--- src/rtl/tick_timer_sched_pkg.sv ---
// Shared definitions for the tick timer scheduler.
// Holds the channel state encoding, timebase defaults and a width helper for the prescaler.
package tick_timer_sched_pkg;

   typedef enum logic {
      CH_IDLE = 1'b0,
      CH_RUN  = 1'b1
   } ch_state_e;

   localparam int TICK_50MS = 5000000;
   localparam int DEF_N_CH  = 4;
   localparam int DEF_DUR_W = 8;

   // Prescaler width for a 0..cycles-1 counter; cycles is at least 2, so the result is at least 1.
   function automatic int pre_width(input int cycles);
      if (cycles > 2) begin
         return $clog2(cycles);
      end else begin
         return 1;
      end
   endfunction

endpackage

--- src/rtl/tick_timer_sched_if.sv ---
// Requester-side bundle of the tick timer scheduler.
// The master side drives the per-channel strobes; the slave side is the scheduler itself.
interface tick_timer_sched_if #(
   parameter int N_CH  = 4,
   parameter int DUR_W = 8
) ();

   logic [N_CH-1:0]       start;
   logic [N_CH-1:0]       stop;
   logic [N_CH-1:0]       reload;
   logic [N_CH*DUR_W-1:0] dur;
   logic                  tick;
   logic [N_CH-1:0]       busy;
   logic [N_CH-1:0]       done;

   modport master (
      output start,
      output stop,
      output reload,
      output dur,
      input  tick,
      input  busy,
      input  done
   );

   modport slave (
      input  start,
      input  stop,
      input  reload,
      input  dur,
      output tick,
      output busy,
      output done
   );

endinterface

--- src/rtl/tick_timer_chan.sv ---
// One countdown channel: loads a duration in ticks, counts down on the shared tick,
// pulses done for one cycle on expiry and optionally reloads its last duration.
module tick_timer_chan
   import tick_timer_sched_pkg::*;
#(
   parameter int DUR_W = 8
) (
   input  logic             clk,
   input  logic             rst,
   input  logic             tick,
   input  logic             start,
   input  logic             stop,
   input  logic             reload,
   input  logic [DUR_W-1:0] dur,
   output logic             busy,
   output logic             done
);

   localparam logic [DUR_W-1:0] CNT_ONE = DUR_W'(1);

   ch_state_e        state_r;
   logic [DUR_W-1:0] cnt_r;
   logic [DUR_W-1:0] dur_r;
   logic             rl_r;
   logic             busy_r;
   logic             done_r;

   // Channel FSM: start beats stop beats tick; busy and done are registered alongside the state.
   always_ff @(posedge clk or negedge rst) begin
      if (!rst) begin
         state_r <= CH_IDLE;
         cnt_r   <= '0;
         dur_r   <= '0;
         rl_r    <= 1'b0;
         busy_r  <= 1'b0;
         done_r  <= 1'b0;
      end else begin
         done_r <= 1'b0;
         if (start) begin
            if (dur != '0) begin
               state_r <= CH_RUN;
               busy_r  <= 1'b1;
               cnt_r   <= dur;
               dur_r   <= dur;
               rl_r    <= reload;
            end else begin
               state_r <= CH_IDLE;
               busy_r  <= 1'b0;
               cnt_r   <= '0;
               done_r  <= 1'b1;
            end
         end else begin
            case (state_r)
               CH_IDLE: begin
                  busy_r <= 1'b0;
               end
               CH_RUN: begin
                  if (stop) begin
                     state_r <= CH_IDLE;
                     busy_r  <= 1'b0;
                     cnt_r   <= '0;
                  end else if (tick) begin
                     if (cnt_r == CNT_ONE) begin
                        done_r <= 1'b1;
                        if (rl_r) begin
                           cnt_r <= dur_r;
                        end else begin
                           state_r <= CH_IDLE;
                           busy_r  <= 1'b0;
                           cnt_r   <= '0;
                        end
                     end else if (cnt_r != '0) begin
                        cnt_r <= cnt_r - CNT_ONE;
                     end else begin
                        // A zero count while running cannot be reached; fall back to idle rather than wrap.
                        state_r <= CH_IDLE;
                        busy_r  <= 1'b0;
                     end
                  end else begin
                     busy_r <= 1'b1;
                  end
               end
               default: begin
                  state_r <= CH_IDLE;
                  busy_r  <= 1'b0;
                  cnt_r   <= '0;
               end
            endcase
         end
      end
   end

   assign busy = busy_r;
   assign done = done_r;

endmodule

--- src/rtl/tick_timer_sched.sv ---
// Shared timebase plus N_CH independent countdown timers.
// The prescaler free-runs regardless of channel activity, so start-to-first-tick jitter is up to one period.
module tick_timer_sched
   import tick_timer_sched_pkg::*;
#(
   parameter int TICK_CYCLES = TICK_50MS,
   parameter int N_CH        = DEF_N_CH,
   parameter int DUR_W       = DEF_DUR_W
) (
   input  logic                clk,
   input  logic                rst,
   tick_timer_sched_if.slave   bus
);

   localparam int            PW       = pre_width(TICK_CYCLES);
   localparam logic [PW-1:0] PRE_LAST = PW'(TICK_CYCLES - 1);
   localparam logic [PW-1:0] PRE_ONE  = PW'(1);

   logic [PW-1:0]   pre_r;
   logic            tick_r;
   logic [N_CH-1:0] busy_s;
   logic [N_CH-1:0] done_s;

   // Free-running prescaler; tick rises the cycle after the terminal count.
   always_ff @(posedge clk or negedge rst) begin
      if (!rst) begin
         pre_r  <= '0;
         tick_r <= 1'b0;
      end else begin
         tick_r <= (pre_r == PRE_LAST);
         if (pre_r == PRE_LAST) begin
            pre_r <= '0;
         end else begin
            pre_r <= pre_r + PRE_ONE;
         end
      end
   end

   for (genvar i = 0; i < N_CH; i++) begin : g_ch
      tick_timer_chan #(
         .DUR_W (DUR_W)
      ) u_chan (
         .clk    (clk),
         .rst    (rst),
         .tick   (tick_r),
         .start  (bus.start[i]),
         .stop   (bus.stop[i]),
         .reload (bus.reload[i]),
         .dur    (bus.dur[i*DUR_W +: DUR_W]),
         .busy   (busy_s[i]),
         .done   (done_s[i])
      );
   end

   assign bus.tick = tick_r;
   assign bus.busy = busy_s;
   assign bus.done = done_s;

endmodule

--- src/flat_wrapper.sv ---
// flat-port wrapper written by rule: the top's interface ports become plain ports
module tick_timer_sched_flat import tick_timer_sched_pkg::*;
#(
   parameter int TICK_CYCLES = TICK_50MS,
   parameter int N_CH        = DEF_N_CH,
   parameter int DUR_W       = DEF_DUR_W
)
  (clk, rst, bus_start, bus_stop, bus_reload, bus_dur, bus_tick, bus_busy, bus_done);
  tick_timer_sched_if #(.N_CH(N_CH), .DUR_W(DUR_W)) bus_i ();
  input  logic clk;
  input  logic rst;
  input wire logic [$bits(bus_i.start)-1:0] bus_start;
  input wire logic [$bits(bus_i.stop)-1:0] bus_stop;
  input wire logic [$bits(bus_i.reload)-1:0] bus_reload;
  input wire logic [$bits(bus_i.dur)-1:0] bus_dur;
  output wire logic [$bits(bus_i.tick)-1:0] bus_tick;
  output wire logic [$bits(bus_i.busy)-1:0] bus_busy;
  output wire logic [$bits(bus_i.done)-1:0] bus_done;
  assign bus_i.start = bus_start;
  assign bus_i.stop = bus_stop;
  assign bus_i.reload = bus_reload;
  assign bus_i.dur = bus_dur;
  assign bus_tick = bus_i.tick;
  assign bus_busy = bus_i.busy;
  assign bus_done = bus_i.done;
  tick_timer_sched #(.TICK_CYCLES(TICK_CYCLES), .N_CH(N_CH), .DUR_W(DUR_W)) u_core (.clk(clk), .rst(rst), .bus(bus_i));
endmodule
--- config.mk ---
export PLATFORM = sky130hd
export DESIGN_NAME = tick_timer_sched_flat
export DESIGN_NICKNAME = d
export VERILOG_FILES = /design/src/rtl/tick_timer_sched_pkg.sv /design/src/rtl/tick_timer_sched_if.sv /design/src/rtl/tick_timer_chan.sv /design/src/rtl/tick_timer_sched.sv /design/src/flat_wrapper.sv
export SDC_FILE = /design/constraint.sdc
export NUM_CORES = 1
export LEC_CHECK = 0
export BUFFER_PORTS_ARGS = -buffer_cell sky130_fd_sc_hd__buf_2
export CORE_ASPECT_RATIO = 0.6
export CORE_MARGIN = 8
export CORE_UTILIZATION = 59
export CTS_CLUSTER_SIZE = 30
export DETAILED_ROUTE_END_ITERATION = 7
export GPL_TIMING_DRIVEN = 0
export PLACE_DENSITY = 0.87
export SLEW_MARGIN = 20
export SYNTH_ARGS = -nofsm -noshare
export SYNTH_HDL_FRONTEND = slang
export SYNTH_SLANG_ARGS = --single-unit
--- constraint.sdc ---
create_clock -name clk -period 2.5 [get_ports clk]
set_input_delay 0.25 -clock clk [delete_from_list [all_inputs] [get_ports clk]]
set_output_delay 0.25 -clock clk [all_outputs]
set_load 0.02 [all_outputs]
==> impl_metrics.json <==
{
  "wl_mm": 14.8,
  "cp-start-kind": "register",
  "antenna_cells": 0,
  "synth.distinct_cells": 60,
  "fillCellCount": 693,
  "post_cts_buffers": 0,
  "dieArea_um2": 12900,
  "antenna_found_initial": 0,
  "run_status": "complete, no violations",
  "h-tree-depth": 3,
  "period_needed_ns": 2.37,
  "drcViolationCount": 0,
  "clock_latency_ns": 0.35,
  "viasPerCell": 6.32,
  "gp_congestion": 0.932,
  "slew-limit-headroom": 0.508,
  "fin_skew_ns": 0.00360,
  "dpl_cell_area_um2": 6050,
  "syn-instance-count": 617,
  "cp.depth": 6,
  "root_buffer": "clkbuf_16",
  "cts_tree": "built",
  "finalSetupViolCount": 0,
  "tightest_slew_ns": 0.736,
  "die_h_um": 91.4,
  "initial_core_util": 0.608,
  "cap_violations": 0,
  "syn_nets": 676,
  "max_freq_mhz": 421,
  "critPathMaxFanout": 10,
  "post_drt_wl_per_cell_um": 18.1,
  "endpoint_kind": "register",
  "ys_ff_latch": 104,
  "drive_gt1_frac": 0.141,
  "syn2layout_area_growth_pct": 13.9,
  "synth-simple-area-share": 0.235,
  "critPathRequiredTime_ns": 2.74,
  "synth-xor-area-share": 0.0454,
  "place.port_buffers": 53,
  "grt_pass1_wl_mm": 24.9,
  "ys_seq_area_frac": 0.466,
  "cp_slowest_cell": "or4_1",
  "dr_total_vias": 5171,
  "synth_compound_area_frac": 0.176,
  "hold_viol": 0,
  "preCtsSetupSlack_ns": 0.152,
  "vdd_drop_max_v": 0.000452,
  "die_w_um": 142,
  "cts.sinks": 104,
  "avgSynthCellArea_um2": 9.06,
  "max_stage_delay_ns": 0.62,
  "grt_pass1_vias": 5189,
  "synth.area.mux_share": 0.00985,
  "synth-edff-count": 0,
  "io_pins": 55,
  "synth-main-ff-cell": "dfrtp_1",
  "clock_path_buffers": 2,
  "core_area_um2": 9190,
  "rsz0062_at_grt": "false",
  "arrival_ns": 2.62,
  "cp_num_buf_inv": 1,
  "synthAdderAreaFrac": 0.0291,
  "slew_viol_final": 0,
  "grt_overflow": 0,
  "stdcell_area_um2": 6360,
  "r2r-start": "u_core.g_ch[2].u_chan.cnt_r[4]",
  "crit_start": "u_core.g_ch[2].u_chan.cnt_r[4]",
  "worst_path_dominant_cell_family": "simple AND/OR/NAND/NOR gates",
  "endpoint": "u_core.g_ch[2].u_chan.cnt_r[4]",
  "first_pass_iters": 6,
  "whs_ns": 0.121,
  "clk_pin_slew_ns": 0.07,
  "setup_tns_ns": 0,
  "r2r_slack_ns": 0.13,
  "r2r-end": "u_core.g_ch[2].u_chan.cnt_r[4]",
  "fp-row-count": 27,
  "async_flop_share": 1.00,
  "ant_nets": 0,
  "power.density_nw_per_um2": 639,
  "nNetsFinal": 742,
  "ys.warnings.count": 0,
  "grt_max_degree": 61,
  "cts_buffers": 9,
  "crit_chain": "or4_1 -> or3_1 -> o31ai_4 -> buf_6 -> a31oi_1 -> a21o_1",
  "hold_path_class": "input port to register",
  "fin_ws_ns": 0.125,
  "leakage_nw": 2.94,
  "rr_worst_depth": 6,
  "drtIter0Drc": 705,
  "final.period_utilization": 0.950,
  "critical_path_class": "register to register",
  "synth_top_family_by_area": "simple AND/OR/NAND/NOR gates",
  "grt_usage": 0.237,
  "hpwlAfterDp_mm": 10.5,
  "synth_area_um2": 5590
}
## logic make-up (layout without fill, tap and decap cells)
| group | Yosys count | in the layout |
|---|---|---|
| AND/OR/NAND/NOR | 279 | 279 |
| AO/OA/AOI/OAI | 141 | 141 |
| flip-flops | 104 | 104 |
| buffers and inverters | 46 | 117 |
| XOR/XNOR | 29 | 29 |
| adder cells (fa/ha/maj) | 13 | 13 |
| multiplexers | 5 | 5 |
## layout make-up
type / count / area [um2] / share of cell area
plain buffers: 27 / 148 / 0.0232
clock buffers: 12 / 256 / 0.0403
clock inverters: 4 / 28.8 / 0.00452
inverters: 19 / 71.3 / 0.0112
multi-input cells: 467 / 2790 / 0.438
flip-flops and latches: 104 / 2600 / 0.409
well taps: 130 / 163 / 0.0256
repair buffers: 55 / 309 / 0.0486
## flip-flops by register name (all words and copies together) (netlist names)
register	flops
u_core.g_ch.u_chan.state_r	4
u_core.g_ch.u_chan.done	4
u_core.bus.tick	1
u_core.g_ch.u_chan.dur_r	32
u_core.g_ch.u_chan.cnt_r	32
u_core.g_ch.u_chan.busy	4
u_core.pre_r	23
u_core.g_ch.u_chan.rl_r	4
## cell usage after synthesis, drive strengths merged (4+ instances only)
cell,instances,area share
and2,4,0.0045
a21o,5,0.0067
and3,14,0.016
nor4,13,0.015
a21oi,20,0.018
or3,4,0.0045
xor2,11,0.017
a22o,14,0.022
inv,19,0.013
nand2,116,0.078
o21ai,30,0.027
o31ai,9,0.015
nor2,53,0.036
a21boi,4,0.0054
nor4b,4,0.0063
or2,6,0.0067
a31oi,16,0.018
nand2b,4,0.0045
clkbuf,16,0.011
dfrtp,104,0.47
xnor2,18,0.028
or4,4,0.0054
nand4,15,0.017
buf,11,0.016
nor2b,5,0.0056
mux2,4,0.0081
a22oi,7,0.0094
ha,13,0.029
nor3,10,0.0090
nand3,22,0.020
## per-stage QoR
| step | std cells | utilization | total power, W |
|---|---|---|---|
| final | 818 | 0.693 | 0.00407 |
| after global routing | 818 | 0.693 | 0.00425 |
| after CTS | 818 | 0.691 | 0.00406 |
| after detailed placement | 801 | 0.659 | 0.00270 |
| after global placement | 800 | 0.655 | 0.00265 |
| after floorplan | 617 | - | 0.00244 |
## cell usage in the layout (no fill, tap or decap), types with 5 or more instances in the layout
master     synthesis  routed
a21o_1             5       5
and3_1            14      14
o21ai_0           30      30
xnor2_1           18      18
clkbuf_1          16      17
nor4_1            13      11
nor2b_1            5       5
a22o_1            14      14
o31ai_1            8       8
nand2_1          116     116
nand3_1           22      22
dfrtp_1          104     104
nand4_1           15      15
xor2_1            11      11
buf_2              1      53
a22oi_1            7       7
buf_4              8       8
clkbuf_16          0       9
a31oi_1           16      16
ha_1              13      13
nor2_1            53      53
a21oi_1           20      20
nor3_1            10       9
inv_1             19      19
or2_2              6       6
## worst register-to-register path, cell delays in order (launching register included)
cell	delay [ns]
dfrtp_1	0.43
or4_1	0.62
or3_1	0.40
o31ai_4	0.37
buf_6	0.20
a31oi_1	0.06
a21o_1	0.17
## power by group
| part | total (W) | leakage (nW) | switching (W) | internal, W |
|---|---|---|---|---|
| Combinational | 0.000726 | 1.51 | 0.000431 | 0.000294 |
| Clock | 0.00136 | 0.135 | 0.000629 | 0.000730 |
| Sequential | 0.00198 | 1.29 | 0.000162 | 0.00182 |
| Total | 0.00407 | 2.94 | 0.00122 | 0.00285 |
## metal layers
| layer | part of all wire | vias to the layer above | global-route usage |
|---|---|---|---|
| li1 | - | 2344 | - |
| met1 | 0.42 | 2504 | 0.310 |
| met3 | 0.096 | 32 | 0.0721 |
| met5 | 0 | - | 0 |
| met2 | 0.46 | 291 | 0.374 |
| met4 | 0.017 | 0 | 0.0640 |
## worst min-delay path by stage
stage / startpoint / endpoint / depth (start not counted)
final: bus_reload[0] / u_core.g_ch[0].u_chan.rl_r / 2
after global routing: bus_reload[3] / u_core.g_ch[3].u_chan.rl_r / 2
after CTS: bus_reload[3] / u_core.g_ch[3].u_chan.rl_r / 2
after detailed placement: rst / u_core.g_ch[1].u_chan.dur_r[3] / 1
after global placement: u_core.g_ch[0].u_chan.dur_r[1] / u_core.g_ch[0].u_chan.dur_r[1] / 2
after floorplan: rst / u_core.bus.tick / 0
## timing repair
item | 4_1_cts | 5_1_grt
setup endpoints to repair | 0 | 5
gates resized for setup | 0 | 2
hold buffers | 1 | 0
hold endpoints to repair | 44 | 0
No activity file was read; power rests on OpenSTA's default activity.
